`config.mk`:
```
export PLATFORM = sky130hd
export DESIGN_NAME = tx_skp_scheduler
export DESIGN_NICKNAME = d
export VERILOG_FILES = /design/src/rtl/tx_skp_scheduler_pkg.sv /design/src/rtl/tx_skp_scheduler.sv
export SDC_FILE = /design/constraint.sdc
export NUM_CORES = 1
export LEC_CHECK = 0
export BUFFER_PORTS_ARGS = -buffer_cell sky130_fd_sc_hd__buf_2
export CORE_ASPECT_RATIO = 1.2
export CORE_MARGIN = 2
export CORE_UTILIZATION = 56
export CTS_BUF_LIST = sky130_fd_sc_hd__clkbuf_4 sky130_fd_sc_hd__clkbuf_8
export DETAILED_ROUTE_END_ITERATION = 8
export HOLD_SLACK_MARGIN = 0.02
export PLACE_DENSITY = 0.87
export SYNTH_ARGS = -nofsm -noshare
export SYNTH_HDL_FRONTEND = slang
export SYNTH_SLANG_ARGS = --single-unit
```
`constraint.sdc`:
```
create_clock -name PCLK -period 2.9 [get_ports PCLK]
set_input_delay 0 -clock PCLK [delete_from_list [all_inputs] [get_ports PCLK]]
set_output_delay 0 -clock PCLK [all_outputs]
set_load 0.01 [all_outputs]
```
`src/rtl/tx_skp_scheduler_pkg.sv`:
```
// Shared PHY TX definitions: 8b/10b ordered-set K-codes, scheduler state encoding
// and the registered output symbol bundle.
package tx_skp_scheduler_pkg;

    localparam logic [7:0] K28_5_COM = 8'hBC;
    localparam logic [7:0] K28_0_SKP = 8'h1C;
    localparam logic [7:0] IDLE_DATA = 8'h00;

    typedef enum logic [1:0] {
        ST_DATA = 2'd0,
        ST_COM  = 2'd1,
        ST_SKP  = 2'd2
    } skp_state_e;

    typedef struct packed {
        logic [7:0] data;
        logic       k;
        logic       en;
        logic       active;
        logic       sent;
    } tx_sym_t;

    localparam tx_sym_t TX_IDLE = '0;

endpackage

```
`src/rtl/tx_skp_scheduler.sv`:
```
// Inserts COM + SKP_LEN x SKP ordered sets into the MAC symbol stream, either
// periodically (Skp_Interval DATA cycles) or on demand (Skp_Force). Latency 1.
module tx_skp_scheduler
    import tx_skp_scheduler_pkg::*;
#(
    parameter int SKP_LEN    = 3,
    parameter int INTERVAL_W = 12
) (
    input  logic                  PCLK,
    input  logic                  Reset_n,
    input  logic [7:0]            MAC_TX_Data,
    input  logic                  MAC_TX_DataK,
    input  logic                  MAC_Data_En,
    output logic                  MAC_Ready,
    input  logic                  Skp_Enable,
    input  logic [INTERVAL_W-1:0] Skp_Interval,
    input  logic                  Skp_Force,
    output logic [7:0]            TxData,
    output logic                  TxDataK,
    output logic                  TX_Data_En,
    output logic                  Skp_Active,
    output logic                  Skp_Sent
);

    localparam int              SCW      = 3;
    localparam logic [SCW-1:0]  SKP_LAST = SCW'(SKP_LEN - 1);

    skp_state_e            state, state_nxt;
    logic [SCW-1:0]        skp_cnt, skp_cnt_nxt;
    logic [INTERVAL_W-1:0] ivl_cnt, ivl_cnt_nxt;
    logic                  pending, pending_nxt;
    logic                  expiry, start_set;
    tx_sym_t               sym_nxt, sym_q;

    // Interval compared live; a shrunk interval below the count wraps the counter.
    assign expiry    = (state == ST_DATA) && Skp_Enable && (Skp_Interval != '0) &&
                       (ivl_cnt == Skp_Interval - INTERVAL_W'(1));
    assign start_set = expiry || ((state == ST_DATA) && pending);

    always_ff @(posedge PCLK or negedge Reset_n) begin
        if (!Reset_n) begin
            state   <= ST_DATA;
            skp_cnt <= '0;
            ivl_cnt <= '0;
            pending <= 1'b0;
        end else begin
            state   <= state_nxt;
            skp_cnt <= skp_cnt_nxt;
            ivl_cnt <= ivl_cnt_nxt;
            pending <= pending_nxt;
        end
    end

    always_comb begin
        state_nxt   = state;
        skp_cnt_nxt = skp_cnt;
        ivl_cnt_nxt = ivl_cnt;
        pending_nxt = pending | Skp_Force;
        case (state)
            ST_DATA: begin
                if (start_set) begin
                    // A force landing on the launch cycle merges into this set.
                    state_nxt   = ST_COM;
                    ivl_cnt_nxt = '0;
                    pending_nxt = 1'b0;
                end else begin
                    ivl_cnt_nxt = ivl_cnt + INTERVAL_W'(1);
                end
            end
            ST_COM: begin
                state_nxt   = ST_SKP;
                skp_cnt_nxt = '0;
                ivl_cnt_nxt = '0;
            end
            ST_SKP: begin
                ivl_cnt_nxt = '0;
                if (skp_cnt == SKP_LAST) begin
                    state_nxt   = ST_DATA;
                    skp_cnt_nxt = '0;
                end else begin
                    skp_cnt_nxt = skp_cnt + SCW'(1);
                end
            end
            default: begin
                state_nxt   = ST_DATA;
                skp_cnt_nxt = '0;
                ivl_cnt_nxt = '0;
            end
        endcase
    end

    always_comb begin
        sym_nxt = TX_IDLE;
        case (state)
            ST_DATA: begin
                if (MAC_Data_En) begin
                    sym_nxt.data = MAC_TX_Data;
                    sym_nxt.k    = MAC_TX_DataK;
                    sym_nxt.en   = 1'b1;
                end else begin
                    sym_nxt.data = IDLE_DATA;
                end
            end
            ST_COM: begin
                sym_nxt.data   = K28_5_COM;
                sym_nxt.k      = 1'b1;
                sym_nxt.en     = 1'b1;
                sym_nxt.active = 1'b1;
            end
            ST_SKP: begin
                sym_nxt.data   = K28_0_SKP;
                sym_nxt.k      = 1'b1;
                sym_nxt.en     = 1'b1;
                sym_nxt.active = 1'b1;
                sym_nxt.sent   = (skp_cnt == SKP_LAST);
            end
            default: sym_nxt = TX_IDLE;
        endcase
    end

    always_ff @(posedge PCLK or negedge Reset_n) begin
        if (!Reset_n) sym_q <= TX_IDLE;
        else          sym_q <= sym_nxt;
    end

    assign MAC_Ready  = (state == ST_DATA);
    assign TxData     = sym_q.data;
    assign TxDataK    = sym_q.k;
    assign TX_Data_En = sym_q.en;
    assign Skp_Active = sym_q.active;
    assign Skp_Sent   = sym_q.sent;

endmodule

```
==> results.py <==
metrics = {
    "route": {
        "routed-wl-met3_um": 157,
        "wl_per_cell_um": 15.1,
        "dr.first_iter.drc_count": 46,
        "wl_met2_mm": 2.31,
        "via_count": 1573,
        "wl_mm": 4.24,
        "drc": 0,
        "drt-met1-wl_mm": 1.64,
        "ant_nets": 0,
        "via_per_inst": 5.62,
        "top_layer": "met4",
        "first_pass_iters": 4,
    },
    "flow_run": {
        "cap_viol_max_count": 0,
    },
    "power_and_ir_drop": {
        "p_int_w": 0.000920,
        "switching_share_pct": 37.5,
        "seq_power_share_pct": 39.7,
        "p_switching_w": 0.000552,
        "powerDensity_nw_per_um2": 657,
        "clkPwrFrac_pct": 22.7,
        "vdd_drop_max_v": 0.000597,
        "p_leak_nw": 1.06,
        "comb_power_share_pct": 37.6,
    },
    "clocking": {
        "ctsResizeCount": 0,
        "clock_sinks": 30,
        "cts_tree": "done",
        "post_cts_buffers": 0,
        "clock_path_buffers": 2,
        "root_buffer": "clkbuf_4",
        "clkTransAtPathRegs_ns": 0.10,
        "cts_inserted_buffers": 5,
        "clock_latency_ns": 0.35,
        "hold_buffers": 14,
        "cts_max_level": 2,
    },
    "die": {
        "die_area_um2": 3730,
        "start_util_pct": 59.1,
        "ios": 39,
        "std_cell_rows": 22,
        "fp.dieH_um": 66.5,
        "core_um2": 3080,
        "die_w_um": 56.1,
    },
    "yosys": {
        "synthArstFlopShare_pct": 100,
        "synth_top_area_share_pct": 41.2,
        "synth-main-ff-cell": "dfrtp_1",
        "synth-edff-count": 0,
        "synth_seq_cells": 30,
        "synthTopCellsByCount": "dfrtp_1, nor2_1, nand2_1",
        "syn_nets": 224,
        "yosysSeqAreaShare_pct": 41.2,
        "synth.distinct_cells": 49,
        "syn_inst": 191,
        "synth_area_leaders": "dfrtp_1, xor2_1, nor2_1, xnor2_1, ha_1",
        "synth_area_um2": 1820,
        "yosysWarnings": 0,
        "synth_top_cell_by_area": "dfrtp_1",
        "avgSynthCellArea_um2": 9.53,
    },
    "global_routing": {
        "grt_max_degree": 31,
        "grt_pass1_wl_mm": 7.14,
        "grt_usage_pct": 25.1,
        "antenna_found_initial": 0,
        "grt_overflow_total": 0,
        "grt_pass1_vias": 1600,
    },
    "layout": {
        "final_area_um2": 2240,
        "nets": 276,
        "n_antenna_cell": 0,
        "drive_above_1_share_pct": 22.5,
        "syn2layout_area_growth_pct": 23.1,
    },
    "setup_path": {
        "endpoint_kind": "flop",
        "required_ns": 3.14,
        "rrSetupSlack_ns": 0.43,
        "worstPathMaxFanout": 10,
        "critical_path_class": "flop to flop",
        "slowest_stage": "dfrtp_1",
        "reg2regPathDepth": 8,
        "r2r_end": "state[1]",
        "critPathMaxStageDelay_ns": 0.43,
        "cp_cell_sequence": "inv_1 > ha_1 > o2111ai_1 > a211o_1 > nor4_2 > o2111ai_2 > nor4b_1 > a311o_1",
        "cp-start-kind": "flop",
        "rr_startpoint": "state[1]",
        "worst_ep_arrival_time_ns": 2.71,
    },
    "placement": {
        "dp_hpwl_mm": 2.74,
        "place.port_buffers": 38,
        "dpl_cell_area_um2": 2020,
        "place.gp.congestion": 0.833,
    },
    "timing": {
        "slew_viol_final": 0,
        "hold_viol": 0,
        "worstMarginPinSlew_ns": 0.627,
        "rsz0062_at_grt": "false",
        "slew-limit-headroom_pct": 58.2,
        "fin_worst_skew_ns": 0.00958,
        "tns_ns": 0,
        "period_needed_ns": 2.47,
        "fin_crit_sh_pct": 85.1,
        "max_freq_ghz": 0.405,
        "setup_viol_count_final": 0,
        "whs_ns": 0.120,
    },
    "hold_path": {
        "worstHoldStart": "MAC_Data_En",
        "min_path_type": "input port to flop",
        "hold_path_end": "TX_Data_En",
        "hold-path-cell-count": 4,
    },
    "run_status": {
        "outcome": "complete, no violations",
    },
}
metrics by stage:
step,power [W],instances,utilization (%),worst slack (ns)
after detailed placement,0.00109,258,65.6,0.444
after CTS,0.00145,280,72.7,0.444
after floorplan,0.000925,191,-,0.580
final,0.00147,280,72.7,0.433
after global placement,0.00108,258,65.6,0.536
after global routing,0.00157,280,72.7,0.284
routing by layer:
metal,GRT usage (%),vias to the layer above
li1,-,760
met1,26.3,756
met2,48.1,44
met3,4.66,13
met4,12.2,0
met5,0,-
registers in the layout (all words and copies together), names as in the netlist:
name	cells
Skp_Active	1
Skp_Sent	1
TX_Data_En	1
TxData	8
TxDataK	1
ivl_cnt	12
pending	1
skp_cnt	3
state	2
power groups by stage:
stage	Combinational, W	Sequential [W]	Clock [W]
after floorplan	0.000313	0.000612	0
after CTS	0.000536	0.000581	0.000334
after detailed placement	0.000506	0.000588	0
after global routing	0.000608	0.000597	0.000361
after global placement	0.000494	0.000583	0
final	0.000554	0.000585	0.000334
cells by family after synthesis:
logic type | after synthesis | synth area share, %
simple gates | 86 | 26.4
xor+xnor | 27 | 13.7
fa+ha+maj | 7 | 4.81
flops | 30 | 41.2
compound gates | 26 | 10.0
buf+inv | 14 | 3.23
mux | 1 | 0.550
worst max-delay path, delay by kind of cell (launching register included):
| family | cells | cell delay (ns) |
|---|---|---|
| adder cells (fa/ha/maj) | 1 | 0.42 |
| buffers and inverters | 1 | 0.16 |
| flip-flops | 1 | 0.43 |
| AO/OA/AOI/OAI | 4 | 0.92 |
| AND/OR/NAND/NOR | 2 | 0.43 |
final cells by class:
type	instances	area, µm²
well taps	36	45.0
clock buffers	5	37.5
clock inverters	3	40.0
inverters	7	26.3
multi-input cells	147	1010
repair buffers	52	330
flip-flops and latches	30	751
fillers	234	842
how the worst max path moves through the flow:
stage               end  slack, ns      from  depth (start not counted)
6_report       state[1]       0.43  state[1]                          8
5_1_grt        state[0]       0.28  state[1]                          8
4_1_cts        state[1]       0.44  state[1]                          8
3_5_place_dp   state[1]       0.44  state[0]                          8
3_3_place_gp   state[1]       0.54  state[1]                          8
2_1_floorplan  state[1]       0.58  state[0]                          9
layout by cell type (no fill, tap or decap), types with 2 or more instances in the layout:
cell type	count
dfrtp_1	30
buf_2	38
nand3_1	6
a21oi_1	7
xor2_1	15
and2_1	2
xnor2_1	11
nor2_1	30
nor3_1	4
nand4_1	2
clkinv_2	2
and3_1	2
o21ai_0	6
inv_1	7
ha_1	7
nand2_1	16
a31oi_1	3
dlygate4sd3_1	14
nor3b_1	5
nand3b_1	3
clkbuf_4	5
Power figures use the tool's default switching activity.
